### src/rtl/vga_timing_gen.sv
// 640x480 VGA raster timing: pixel-enable divider, column/line counters,
// registered sync/visible decodes and one-clk pixel/line/frame pulses.

module vga_timing_gen_chk #(
    parameter int CLK_DIV     = 4,
    parameter int H_TOTAL     = 800,
    parameter int H_SYNC      = 96,
    parameter int H_VIS_START = 144,
    parameter int H_VIS_END   = 783,
    parameter int V_TOTAL     = 521,
    parameter int V_SYNC      = 2,
    parameter int V_VIS_START = 32,
    parameter int V_VIS_END   = 511
) ();
    if (CLK_DIV < 1 || CLK_DIV > 16) begin : g_bad_div
        $error("vga_timing_gen: CLK_DIV must be 1..16");
    end
    if (H_TOTAL > 1024 || V_TOTAL > 1024) begin : g_bad_total
        $error("vga_timing_gen: H_TOTAL/V_TOTAL must fit 10-bit counters");
    end
    if (!(H_SYNC < H_VIS_START && H_VIS_START <= H_VIS_END && H_VIS_END < H_TOTAL)) begin : g_bad_h
        $error("vga_timing_gen: illegal horizontal timing parameters");
    end
    if (!(V_SYNC < V_VIS_START && V_VIS_START <= V_VIS_END && V_VIS_END < V_TOTAL)) begin : g_bad_v
        $error("vga_timing_gen: illegal vertical timing parameters");
    end
endmodule

module vga_timing_gen #(
    parameter int CLK_DIV     = 4,
    parameter int H_TOTAL     = 800,
    parameter int H_SYNC      = 96,
    parameter int H_VIS_START = 144,
    parameter int H_VIS_END   = 783,
    parameter int V_TOTAL     = 521,
    parameter int V_SYNC      = 2,
    parameter int V_VIS_START = 32,
    parameter int V_VIS_END   = 511
) (
    input  logic       clk,
    input  logic       rst,
    output logic       HS,
    output logic       VS,
    output logic [9:0] Coloana,
    output logic [9:0] Linie,
    output logic       InDisplay,
    output logic       pix_tick,
    output logic       line_start,
    output logic       frame_start
);
    localparam logic [3:0] DIV_LAST = 4'(CLK_DIV - 1);
    localparam logic [9:0] H_LAST   = 10'(H_TOTAL - 1);
    localparam logic [9:0] V_LAST   = 10'(V_TOTAL - 1);
    localparam logic [9:0] H_SYNC_W = 10'(H_SYNC);
    localparam logic [9:0] V_SYNC_W = 10'(V_SYNC);
    localparam logic [9:0] H_VS_W   = 10'(H_VIS_START);
    localparam logic [9:0] H_VE_W   = 10'(H_VIS_END);
    localparam logic [9:0] V_VS_W   = 10'(V_VIS_START);
    localparam logic [9:0] V_VE_W   = 10'(V_VIS_END);

    logic [3:0] div_cnt_r;
    logic [3:0] div_nxt_s;
    logic       adv_s;
    logic       col_wrap_s;
    logic [9:0] col_nxt_s;
    logic [9:0] lin_nxt_s;

    vga_timing_gen_chk #(
        .CLK_DIV(CLK_DIV), .H_TOTAL(H_TOTAL), .H_SYNC(H_SYNC),
        .H_VIS_START(H_VIS_START), .H_VIS_END(H_VIS_END),
        .V_TOTAL(V_TOTAL), .V_SYNC(V_SYNC),
        .V_VIS_START(V_VIS_START), .V_VIS_END(V_VIS_END)
    ) u_chk ();

    // Next divider and raster position; outputs decode these so they stay aligned.
    always_comb begin
        adv_s      = (div_cnt_r == DIV_LAST);
        col_wrap_s = adv_s && (Coloana == H_LAST);
        if (adv_s) begin
            div_nxt_s = 4'd0;
        end else begin
            div_nxt_s = div_cnt_r + 4'd1;
        end
        if (!adv_s) begin
            col_nxt_s = Coloana;
        end else if (col_wrap_s) begin
            col_nxt_s = 10'd0;
        end else begin
            col_nxt_s = Coloana + 10'd1;
        end
        if (!col_wrap_s) begin
            lin_nxt_s = Linie;
        end else if (Linie == V_LAST) begin
            lin_nxt_s = 10'd0;
        end else begin
            lin_nxt_s = Linie + 10'd1;
        end
    end

    // Counter state plus registered sync, visible-window and pulse outputs.
    always_ff @(posedge clk) begin
        if (rst) begin
            div_cnt_r   <= 4'd0;
            Coloana     <= 10'd0;
            Linie       <= 10'd0;
            HS          <= 1'b0;
            VS          <= 1'b0;
            InDisplay   <= 1'b0;
            pix_tick    <= 1'b0;
            line_start  <= 1'b0;
            frame_start <= 1'b0;
        end else begin
            div_cnt_r   <= div_nxt_s;
            Coloana     <= col_nxt_s;
            Linie       <= lin_nxt_s;
            HS          <= !(col_nxt_s < H_SYNC_W);
            VS          <= !(lin_nxt_s < V_SYNC_W);
            InDisplay   <= (col_nxt_s >= H_VS_W) && (col_nxt_s <= H_VE_W) &&
                           (lin_nxt_s >= V_VS_W) && (lin_nxt_s <= V_VE_W);
            pix_tick    <= adv_s;
            line_start  <= adv_s && (col_nxt_s == 10'd0);
            frame_start <= adv_s && (col_nxt_s == 10'd0) && (lin_nxt_s == 10'd0);
        end
    end
endmodule
### config.mk
export PLATFORM = sky130hd
export DESIGN_NAME = vga_timing_gen
export DESIGN_NICKNAME = d
export VERILOG_FILES = /design/src/rtl/vga_timing_gen.sv
export SDC_FILE = /design/constraint.sdc
export NUM_CORES = 1
export LEC_CHECK = 0
export BUFFER_PORTS_ARGS = -buffer_cell sky130_fd_sc_hd__buf_2
export CAP_MARGIN = 25
export CORE_MARGIN = 3
export CORE_UTILIZATION = 60
export CTS_BUF_LIST = sky130_fd_sc_hd__clkbuf_16
export DETAILED_ROUTE_END_ITERATION = 10
export GPL_TIMING_DRIVEN = 0
export PLACE_DENSITY = 0.84
export SLEW_MARGIN = 20
export SYNTH_ARGS = -nofsm -noshare
export SYNTH_HDL_FRONTEND = slang
export SYNTH_SLANG_ARGS = --single-unit
### constraint.sdc
create_clock -name clk -period 6.5 [get_ports clk]
set_clock_uncertainty 0.2 [all_clocks]
set_input_delay 1.3 -clock clk [delete_from_list [all_inputs] [get_ports clk]]
set_output_delay 1.3 -clock clk [all_outputs]
set_load 0.1 [all_outputs]
Yosys cells after proc, flatten, opt, wreduce, memory -nomap -nowiden
Index checks and enable logic that the tools add are counted.
W data, S select, Z words.
{"block": "totals", "reg_bits": 30, "input_bits": 2, "elab_cells": 36}
{"block": "classes", "n_addsub": 3, "magnitude_cmp": 6, "n_eq_ne": 3, "muxes": 4, "n_reduce_logical": 11}
{"operator": "$mux W10", "n": 4}
{"operator": "$add A10 B1 Y10 const B", "n": 2}
{"operator": "$eq A10 B10 Y1 const B", "n": 2}
{"operator": "$logic_not A10 Y1", "n": 2}
{"operator": "$ge A10 B6 Y1 const B", "n": 1}
{"operator": "$ge A10 B8 Y1 const B", "n": 1}
{"operator": "$le A10 B10 Y1 const B", "n": 1}
{"operator": "$le A10 B9 Y1 const B", "n": 1}
{"operator": "$lt A10 B2 Y1 const B", "n": 1}
{"operator": "$lt A10 B7 Y1 const B", "n": 1}
{"operator": "$logic_and A1 B1 Y1", "n": 6}
{"operator": "$add A4 B1 Y4 const B", "n": 1}
{"operator": "$eq A4 B2 Y1 const B", "n": 1}
{"operator": "$logic_not A1 Y1", "n": 2}
{"operator": "$reduce_or A2 Y1", "n": 1}

Depth between registers and ports, before layout
Gate-level depths: netlist of run 1.
{"block": "logic_depth", "word_depth": 8, "ltp_mapped": 8, "ltp_nobuf": 8}

Worst setup path before layout of run 1
Ideal clock, no wire load.
{"block": "synth_timing", "path_type": "register to register", "from": "reg Coloana[0]", "to": "reg frame_start", "arrival_time_ns": 2.856, "setup_slack_ns": 3.384, "path_stages_with_launch": 9, "path_buffers": 1, "period_less_slack_ns": 3.116, "path_cell_list": "dfxtp_1 > ha_1 > and4bb_2 > nand4_1 > buf_1 > nor3_1 > xnor2_1 > nor3b_1 > o2111a_1"}
{"block": "synth_between", "elab_chain_cells": 7, "word_cells_on_any_way": 10, "classes_between": "add/sub: 1; eq/ne: 1; mux: 3; reduce/logical: 5"}
{"element": "start, declared", "line_no": "44", "source": "output logic [9:0] Coloana,"}
{"element": "start signal, assigned", "line_no": "114", "source": "Coloana <= col_nxt_s;"}
{"element": "branches (longest 6 deep; another with $add A10 B1 Y10)"}
{"element": "$logic_and A1 B1 Y1 (*)", "line_no": "122", "source": "frame_start <= adv_s && (col_nxt_s == 10'd0) && (lin_nxt_s == 10'd0);"}
{"element": "end signal, assigned", "line_no": "122"}
{"element": "end, declared", "line_no": "49", "source": "output logic frame_start"}
Every way passes the cells marked *.
A chain may end at the register's enable or synchronous reset.

Worst setup path in the final report of run 1
{"block": "layout_timing", "from": "reg Coloana[0]", "to": "reg InDisplay"}
{"block": "layout_between", "elab_chain_cells": 8, "word_cells_on_any_way": 13, "classes_between": "add/sub: 1; order compare: 4; eq/ne: 1; mux: 3; reduce/logical: 4"}
{"element": "branches (longest 7 deep; another with $add A10 B1 Y10)"}
{"element": "$logic_and A1 B1 Y1 (*)", "line_no": "119", "source": "(lin_nxt_s >= V_VS_W) && (lin_nxt_s <= V_VE_W);"}
{"element": "end signal, assigned", "line_no": "118", "source": "InDisplay <= (col_nxt_s >= H_VS_W) && (col_nxt_s <= H_VE_W) &&"}
{"element": "end, declared", "line_no": "46", "source": "output logic InDisplay,"}
Marks and branches as above.

==> results of run 1 <==
[state kept, by name, indices dropped and copies added, names as in the netlist]
register	count
Coloana	10
HS	1
InDisplay	1
Linie	10
VS	1
div_cnt_r	4
frame_start	1
line_start	1
pix_tick	1
[synthesized netlist by cell type, drive strengths merged (3+ instances only)]
master	number	area, um^2
a21oi	5	25.0
and3	3	18.8
buf	6	37.5
clkbuf	7	26.3
dfxtp	30	601
ha	4	50.1
inv	4	15.0
nand2	19	71.3
nand3	11	60.1
nand4	6	43.8
nor2	22	82.6
nor2b	4	25.0
nor3	12	60.1
nor3b	3	22.5
o21ai	4	20.0
or3	4	30.0
xnor2	10	87.6
xor2	7	61.3
[per-layer routing]
layer / track usage [%] / wire [um]
met2: 38.2 / 1810
met1: 33.0 / 1770
met3: 6.54 / 246
met5: 0 / 0
met4: 10.4 / 59
[through the flow]
step / util (%) / hold slack [ps] / instances
5_1_grt: 77.4 / 300 / 263
6_report: 77.4 / 270 / 263
3_3_place_gp: 72.1 / 247 / 255
4_1_cts: 77.4 / 274 / 263
3_5_place_dp: 72.1 / 267 / 255
2_1_floorplan: - / 232 / 198
[cells by family after synthesis]
kind of cell / Yosys count
muxes: 2
and+or+nand+nor: 102
buffers and inverters: 17
adders and majority gates: 4
xor gates and xnor gates: 17
AOI/OAI and AO/OA: 26
DFF: 30
[worst max-delay path by stage]
stage	startpoint	endpoint	slack, ps	depth (start not counted)
after detailed placement	Coloana[0]	InDisplay	3790	8
after global routing	Coloana[0]	InDisplay	3510	8
after global placement	Coloana[0]	InDisplay	3790	8
final	Coloana[0]	InDisplay	3720	8
after CTS	Coloana[0]	InDisplay	3740	8
after floorplan	Coloana[0]	frame_start	3380	8
[critical path: stages, from the launching register on]
cell	delay [ps]
dfxtp_1	460
ha_1	260
and4bb_2	320
nand4_1	220
buf_1	320
o21ai_0	270
mux2i_1	120
a2111oi_0	340
and3_1	210
[area by class of cell]
type / instances / area, um^2 / share of cell area [%]
multi-input cells: 151 / 1010 / 50.6
clock inverters: 3 / 12.5 / 0.624
clock buffers: 5 / 125 / 6.24
well taps: 30 / 37.5 / 1.87
repair buffers: 27 / 135 / 6.74
flip-flops and latches: 30 / 601 / 30.0
inverters: 4 / 15.0 / 0.749
plain buffers: 13 / 63.8 / 3.18
[power by group through the flow]
stage	registers, mW	logic [mW]	clock network, mW
global placement	0.192	0.0168	0
global route	0.189	0.0191	0.227
floorplan	0.198	0.00809	0
detailed placement	0.193	0.0171	0
finish	0.189	0.0174	0.213
CTS	0.189	0.0173	0.216
==> flow_summary_export.csv, run 1 <==
group,metric,value,unit
placement,dp_hpwl,2.75,mm
route,dr.pass1.iters,4,
yosys,synth_xor_area_share,8.79,%
worst_setup_path,critPathLaunchType,"register",
global_routing,grt_antenna_before_repair,0,
floorplan,die_x,59.1,um
yosys,yosysSeqAreaShare,35.5,%
worst_setup_path,regToRegEndpoint,"InDisplay",
power_and_ir_drop,pwr-share-comb,4.2,%
power_and_ir_drop,total_power,0.419,mW
yosys,synth_edf_count,0,
timing,slew_headroom,63.6,%
yosys,synth_compound_area_share,13.1,%
worst_setup_path,reg2reg_depth,8,
job,cap_violations,0,
yosys,synthAdderAreaFrac,2.95,%
power_and_ir_drop,clkPwrFrac,50.8,%
yosys,synthCells,198,
cells_and_area,drive_gt1_share,22.3,%
hold_path,hold_start,"div_cnt_r[0]",
clock_tree,hold_buffers,0,
timing,setup_viol,0,
clock_tree,clkSinkCount,30,
clock_tree,path_clk_slew,50,ps
timing,grt_setup_unrepaired,"no",
yosys,ys.flop_type,"dfxtp_1",
cells_and_area,finish.instance_area,2000,um^2
timing,hold_viol,0,
yosys,ys_ff_latch,30,
clock_tree,cts_tree,"yes",
global_routing,overflow,0,
yosys,async_flop_share,0,%
power_and_ir_drop,power_density,209,nW/um^2
status,status,"complete, no violations",
floorplan,coreArea,2590,um^2
yosys,yosys.area_share.simple,33.8,%
worst_setup_path,worstReg2RegStart,"Coloana[0]",
power_and_ir_drop,netSwitchingPower,0.0902,mW
power_and_ir_drop,p_leak,0.801,nW
route,first_iter_violations,103,
power_and_ir_drop,p_int,0.329,mW
placement,dpl-instance-area,1870,um^2
timing,fmax,360,MHz
clock_tree,cts-buffers-inserted,5,
cells_and_area,syn_to_final_growth,18.3,%
power_and_ir_drop,switching_share,21.5,%
worst_setup_path,worstSetupPathType,"reg -> reg",
clock_tree,clk_latency,270,ps
timing,fin_crit_sh,42.7,%
timing,worstMarginPinSlew,541,ps
global_routing,track_usage,24.9,%
floorplan,std_cell_rows,18,
worst_setup_path,arrival,2790,ps
cells_and_area,layout_common_cells,"dfxtp_1 (30), buf_2 (30), nor2_1 (22), nand2_1 (19), nor3_1 (12)",
worst_setup_path,crit_required,6510,ps
worst_setup_path,cp_max_fo,10,
hold_path,worst_hold_path_type,"reg -> reg",
placement,portBuffers,27,
route,routed_wl,3.89,mm
floorplan,dieArea,3500,um^2
route,drc_errors,0,
floorplan,start_util,65.4,%
route,routed_via_density,6.06,
yosys,synth_top_family_by_area,"simple AND/OR/NAND/NOR gates",
hold_path,hold_end,"div_cnt_r[0]",
timing,maxSlewViolCount,0,
power_and_ir_drop,peakVddDrop,0.000253,V
clock_tree,root_buffer,"clkbuf_16",
cells_and_area,diodes,0,
global_routing,grt_max_degree,11,
cells_and_area,fin_nets,238,
hold_path,min_path_cells,1,
floorplan,fp.dieH,59.1,um
worst_setup_path,cp-end-kind,"register",
floorplan,io_pins,28,
yosys,yosysUniqueCellTypes,54,
clock_tree,cts_resized,0,
yosys,syn_nets,204,
yosys,synth_area,1690,um^2
yosys,synth_warnings,0,
timing,worst_slack,3720,ps
power_and_ir_drop,seqPwrFrac,45.0,%
global_routing,grt_first_pass_wirelength,6.49,mm
route,wl_per_cell,14.8,um
placement,place_ws,3790,ps
placement,place_congestion,0.913,
route,drtAntennaViolNets,0,
route,num_vias,1593,
timing,fin_setup_tns,0,ps
clock_tree,htreeDepth,2,
global_routing,first_global_vias,1427,
cells_and_area,nFillCells,197,
clock_tree,cts_buffer_depth,2,
worst_setup_path,r2r_setup_slack,3720,ps
yosys,syn_area_per_cell,8.56,um^2
clock_tree,post_cts_buffers,0,
timing,fin_crit,2780,ps
yosys,synthMuxAreaShare,1.26,%
Power figures use the tool's default switching activity.
==> run 2, diff against run 1 <==
Settings changed: ABC_AREA set to 1, CORE_UTILIZATION 60 to 57, PLACE_DENSITY 0.84 to 0.8.
Clock period 6.5 ns to 2.65 ns, I/O delays scaled along.
==> flow_summary_export.csv, run 2 <==
group,metric,value,unit
route,routed_via_density,5.10,
clock_tree,clkSinkCount,30,
placement,dp_cells,361,
worst_setup_path,cp_slowest_cell,"dfxtp_1",
timing,maxSlewViolCount,0,
cells_and_area,final_common_cell,"nand2_1",
cells_and_area,nFillCells,303,
placement,dpl-instance-area,2080,um^2
worst_setup_path,crit_start,"div_cnt_r[0]",
timing,grt_setup_unrepaired,"no",
cells_and_area,top_regs,"Coloana: 10 flops, Linie: 10 flops, div_cnt_r: 4 flops",
yosys,synth_most_common_cell,"nand2_1",
route,num_vias,1883,
global_routing,track_usage,25.4,%
yosys,ys_top_cells_by_count,"nand2_1 (64), nor2_1 (58), inv_1 (34), dfxtp_1 (30), nand3_1 (27)",
worst_setup_path,slowest_delay,350,ps
yosys,yosysSeqAreaShare,31.8,%
clock_tree,cts_buffer_depth,2,
route,dr.pass1.iters,4,
timing,fmax,459,MHz
power_and_ir_drop,peakVddDrop,0.000437,V
floorplan,io_pins,28,
hold_path,worst_hold_path_type,"reg -> reg",
yosys,synth_warnings,0,
cells_and_area,final_util,71.6,%
timing,fin_crit_sh,82.2,%
placement,dp_hpwl,3.29,mm
floorplan,std_cell_rows,20,
status,status,"complete, no violations",
route,drc_errors,0,
hold_path,hold_start,"div_cnt_r[0]",
clock_tree,hold_buffers,0,
yosys,synth_area,1890,um^2
timing,slew_headroom,60.7,%
cells_and_area,regArea,603,um^2
yosys,syn_nets,296,
power_and_ir_drop,total_power,1.08,mW
global_routing,grt_first_pass_wirelength,8.03,mm
timing,fin_crit,2180,ps
worst_setup_path,critPathLaunchType,"register",
job,cap_violations,0,
global_routing,overflow,0,
yosys,yosysUniqueCellTypes,33,
yosys,yosysTopAreaCell,"dfxtp_1",
power_and_ir_drop,pwr-share-comb,6.4,%
placement,place_congestion,0.848,
cells_and_area,diodes,0,
yosys,synth_top_area_share,31.8,%
hold_path,min_path_cells,1,
yosys,ys_ff_latch,30,
cells_and_area,finish.instance_area,2220,um^2
worst_setup_path,crit_required,2590,ps
power_and_ir_drop,p_leak,1.11,nW
timing,setup_viol,0,
worst_setup_path,cp_max_fo,8,
clock_tree,path_clk_slew,50,ps
yosys,ys.flop_type,"dfxtp_1",
route,routed_wl,4.67,mm
yosys,synth_area_leaders,"dfxtp_1 (32%), nand2_1 (13%), nor2_1 (12%)",
clock_tree,htreeDepth,2,
clock_tree,clk_latency,280,ps
route,drtAntennaViolNets,0,
floorplan,fp.dieH,63.6,um
worst_setup_path,worstSetupPathType,"reg -> reg",
cells_and_area,fin_nets,330,
power_and_ir_drop,switching_share,24.5,%
worst_setup_path,cp-end-kind,"register",
yosys,synthCells,290,
floorplan,coreArea,3100,um^2
cells_and_area,drive_gt1_share,22.5,%
floorplan,dieArea,4040,um^2
cells_and_area,multi_input_area,1120,um^2
cells_and_area,layout_common_cells,"nand2_1 (64), nor2_1 (58), inv_1 (34), dfxtp_1 (28), buf_2 (28)",
worst_setup_path,reg2reg_depth,10,
clock_tree,root_buffer,"clkbuf_16",
global_routing,grt_antenna_before_repair,0,
global_routing,first_global_vias,1742,
power_and_ir_drop,seqPwrFrac,43.0,%
timing,fin_setup_tns,0,ps
placement,portBuffers,27,
worst_setup_path,path_cells,"ha_1, nand2_2, nor2_8, nand4_4, nand2_1, o21ai_0, nor2_1, nand3_1, nor2_1, nor2_1",
route,wl_per_cell,12.6,um
route,first_iter_violations,208,
power_and_ir_drop,clkPwrFrac,50.5,%
cells_and_area,stdcell_count,369,
power_and_ir_drop,p_int,0.818,mW
worst_setup_path,crit_top_cell,"nor2_1",
yosys,synth_edf_count,0,
yosys,async_flop_share,0,%
global_routing,grt_max_degree,11,
clock_tree,cts-buffers-inserted,5,
floorplan,die_x,63.6,um
floorplan,start_util,60.8,%
clock_tree,cts_tree,"yes",
power_and_ir_drop,power_density,488,nW/um^2
timing,worstMarginPinSlew,589,ps
yosys,syn_area_per_cell,6.51,um^2
worst_setup_path,worstReg2RegStart,"div_cnt_r[0]",
clock_tree,cts_resized,0,
clock_tree,post_cts_buffers,0,
worst_setup_path,arrival,2120,ps
cells_and_area,syn_to_final_growth,17.7,%
timing,hold_viol,0,
power_and_ir_drop,netSwitchingPower,0.265,mW
-- run 2: cell count changes after synthesis, moves of 5 or more --
cell | previous run | this run
inv_1 | 4 | 34
nor2_1 | 22 | 58
clkbuf_1 | 7 | 2
nand2_2 | 0 | 9
xor2_1 | 7 | 2
nor2_4 | 0 | 6
nor3_1 | 12 | 2
xnor2_1 | 10 | 1
nand2_1 | 19 | 64
nand3_1 | 10 | 27
-- run 2: worst max-delay path, delay by kind of cell, from the launching register on --
kind | cells | cell delay, ps
compound gates | 1 | 100
fa+ha+maj | 1 | 270
flops | 1 | 350
simple gates | 8 | 1100
-- run 2: cell families (layout without fill, tap and decap cells) --
family / after synthesis / in the layout / synth area share, %
buffers and inverters: 43 / 78 / 9.08
flip-flops: 30 / 30 / 31.8
AND/OR/NAND/NOR: 191 / 191 / 49.3
adder cells (fa/ha/maj): 4 / 4 / 2.65
XOR/XNOR: 3 / 3 / 1.39
AO/OA/AOI/OAI: 19 / 19 / 5.77
-- run 2: through the flow --
step                setup WS (ps)  hold WS [ps]
floorplan                     144           218
detailed placement            539           239
CTS                           480           252
global placement              585           233
global route                  291           269
finish                        473           252
-- run 2: path summary, 6_finish.rpt --
path             endpoint  slack (ps)
max reg2reg            VS         470
min reg2reg  div_cnt_r[0]         250
min          div_cnt_r[0]         250
max                    VS         470
-- run 2: cell type report --
cell class | instances | area share [%]
multi-input cells | 217 | 50.2
flip-flops and latches | 30 | 27.1
inverters | 39 | 6.64
repair buffers | 27 | 6.08
clock buffers | 5 | 5.63
well taps | 44 | 2.48
plain buffers | 4 | 1.07
clock inverters | 3 | 0.732
-- run 2: layer usage --
layer	share of wire [%]	GRT usage [%]	routed length, um	vias to the layer above
li1	-	-	-	982
met1	46	34.1	2160	835
met2	45	39.1	2120	59
met3	6.9	6.60	321	7
met4	1.4	9.43	63	0
met5	0	0	0	-
-- run 2: power groups by stage --
stage	Combinational (mW)	Clock (mW)	Sequential [mW]
after floorplan	0.0343	0	0.496
after global placement	0.0685	0	0.475
after detailed placement	0.0691	0	0.475
after CTS	0.0695	0.551	0.466
after global routing	0.0764	0.572	0.467
final	0.0697	0.548	0.466
==> run 3, diff against run 2 <==
Settings changed: ABC_AREA 1 to 0, CORE_UTILIZATION 57 to 50, PLACE_DENSITY 0.8 to 0.75.
Clock period 2.65 ns to 1.78 ns, I/O delays scaled along.
==> flow_summary_export.csv, run 3 (synthesis gave the netlist of run 1 again) <==
group,metric,value,unit
status,status,"finished, violations left",
status,violations,"negative setup slack",
timing,worstMarginPinSlew,568,ps
global_routing,track_usage,26.1,%
cells_and_area,diodes,0,
global_routing,overflow,0,
timing,fin_crit_sh,132,%
route,drc_errors,0,
floorplan,coreArea,3150,um^2
clock_tree,path_clk_slew,50,ps
global_routing,grt_antenna_before_repair,0,
cells_and_area,syn_to_final_growth,52.2,%
clock_tree,cts_tree,"yes",
worst_setup_path,crit_required,1800,ps
clock_tree,htreeDepth,2,
route,drtAntennaViolNets,0,
placement,dp_hpwl,3.09,mm
power_and_ir_drop,p_leak,1.05,nW
cells_and_area,drive_gt1_share,52.3,%
timing,hold_viol,0,
clock_tree,hold_buffers,0,
timing,grt_setup_unrepaired,"yes",
timing,fin_crit,2360,ps
route,dr.pass1.iters,4,
worst_setup_path,critPathLaunchType,"register",
route,routed_wl,5.27,mm
timing,setup_viol,19,
floorplan,std_cell_rows,20,
clock_tree,cts-buffers-inserted,5,
route,routed_via_density,5.82,
route,num_vias,1747,
timing,maxSlewViolCount,0,
job,cap_violations,0,
global_routing,grt_first_pass_wirelength,8.36,mm
worst_setup_path,slowest_delay,430,ps
cells_and_area,final_common_cell,"buf_2",
cells_and_area,top_regs,"Coloana: 10 flops, Linie: 10 flops, div_cnt_r: 4 flops",
floorplan,dieArea,4120,um^2
worst_setup_path,cp_max_fo,6,
placement,portBuffers,27,
worst_setup_path,cp_slowest_cell,"or3b_4",
floorplan,die_x,64.2,um
worst_setup_path,arrival,2370,ps
clock_tree,clk_latency,280,ps
global_routing,first_global_vias,1708,
worst_setup_path,worstSetupPathType,"reg -> reg",
route,wl_per_cell,17.6,um
clock_tree,clkSinkCount,30,
global_routing,grt_max_degree,11,
floorplan,io_pins,28,
floorplan,fp.dieH,64.2,um
power_and_ir_drop,power_density,600,nW/um^2
worst_setup_path,cp-end-kind,"register",
cells_and_area,layout_common_cells,"buf_2 (25), buf_4 (24), nor2_1 (18), nand2_1 (17), dfxtp_4 (15)",
placement,place_ws,-754,ps
clock_tree,cts_buffer_depth,2,
placement,place_congestion,0.814,
power_and_ir_drop,peakVddDrop,0.000558,V
timing,worst_slack,-575,ps
timing,slew_headroom,62.1,%
timing,fin_setup_tns,-6410,ps
timing,fmax,425,MHz
timing,timing.hold.ws,164,ps
route,first_iter_violations,144,
cells_and_area,fin_nets,261,
hold_path,worst_hold_path_type,"in -> reg",
worst_setup_path,path_cells,"ha_4, or3b_4, nor2_1, xnor2_1, nand3b_1, a2111oi_4, o2111a_1",
clock_tree,root_buffer,"clkbuf_16",
floorplan,start_util,53.7,%
run 3: cell count changes in the layout (fill, tap and decap cells not counted), moves of 6 or more:
| cell | delta |
|---|---|
| buf_4 | +24 |
| dfxtp_1 | -20 |
| dfxtp_4 | +15 |
| inv_1 | -29 |
| nand2_1 | -47 |
| nand2_2 | -7 |
| nand3_1 | -21 |
| nor2_1 | -40 |
| nor3_1 | +6 |
| o21ai_0 | -7 |
| xnor2_1 | +8 |
run 3: worst paths after layout:
path           startpoint     endpoint  slack, ps  cells past startpoint
min reg2reg      Linie[1]     Linie[1]        330                      2
min                   rst   Coloana[5]        160                      2
max          div_cnt_r[0]  frame_start       -580                      7
max reg2reg  div_cnt_r[0]  frame_start       -580                      7
run 3: worst max-delay path, delay by kind of cell, from the launching register on:
| family | cells | cell delay (ps) |
|---|---|---|
| simple gates | 3 | 770 |
| compound gates | 2 | 620 |
| flops | 1 | 350 |
| xor+xnor | 1 | 180 |
| fa+ha+maj | 1 | 170 |
run 3: what timing repair did:
| action | CTS | global route |
|---|---|---|
| pin swaps | 13 | 13 |
| buffers inserted | 22 | 8 |
| resized for setup | 24 | 22 |
| endpoints found under the setup margin | 23 | 23 |
run 3: area by class of cell:
type / instances / area, um^2
buffer: 6 / 58.8
clock buffer: 5 / 125
clock inverter: 3 / 12.5
fill: 201 / 574
inverter: 4 / 15.0
multi-input combinational: 151 / 1240
sequential: 30 / 666
tap: 44 / 55.1
timing repair buffer: 57 / 404
run 3: stage by stage:
stage                     instance area [um^2]  std cells  utilization, %  power, mW
final                                     2580        300            81.8       1.55
after global routing                      2580        300            81.8       1.61
after CTS                                 2450        295            77.9       1.55
after detailed placement                  2070        269            65.6      0.754
after global placement                    2070        269            65.6      0.750
after floorplan                           1880        198               -      0.736
run 3: routing by layer:
layer | vias to the layer above | GRT usage (%) | wire length, um
li1 | 828 | - | -
met1 | 832 | 33.1 | 2090
met2 | 71 | 42.6 | 2630
met3 | 16 | 6.33 | 378
met4 | 0 | 9.76 | 170
met5 | - | 0 | 0
run 3: where the power goes:
| group | switching, mW | internal, mW | leakage [nW] |
|---|---|---|---|
| Sequential | 0.00917 | 0.663 | 0.257 |
| Clock | 0.282 | 0.503 | 0.0724 |
| Combinational | 0.0573 | 0.0332 | 0.719 |
| Total | 0.348 | 1.20 | 1.05 |
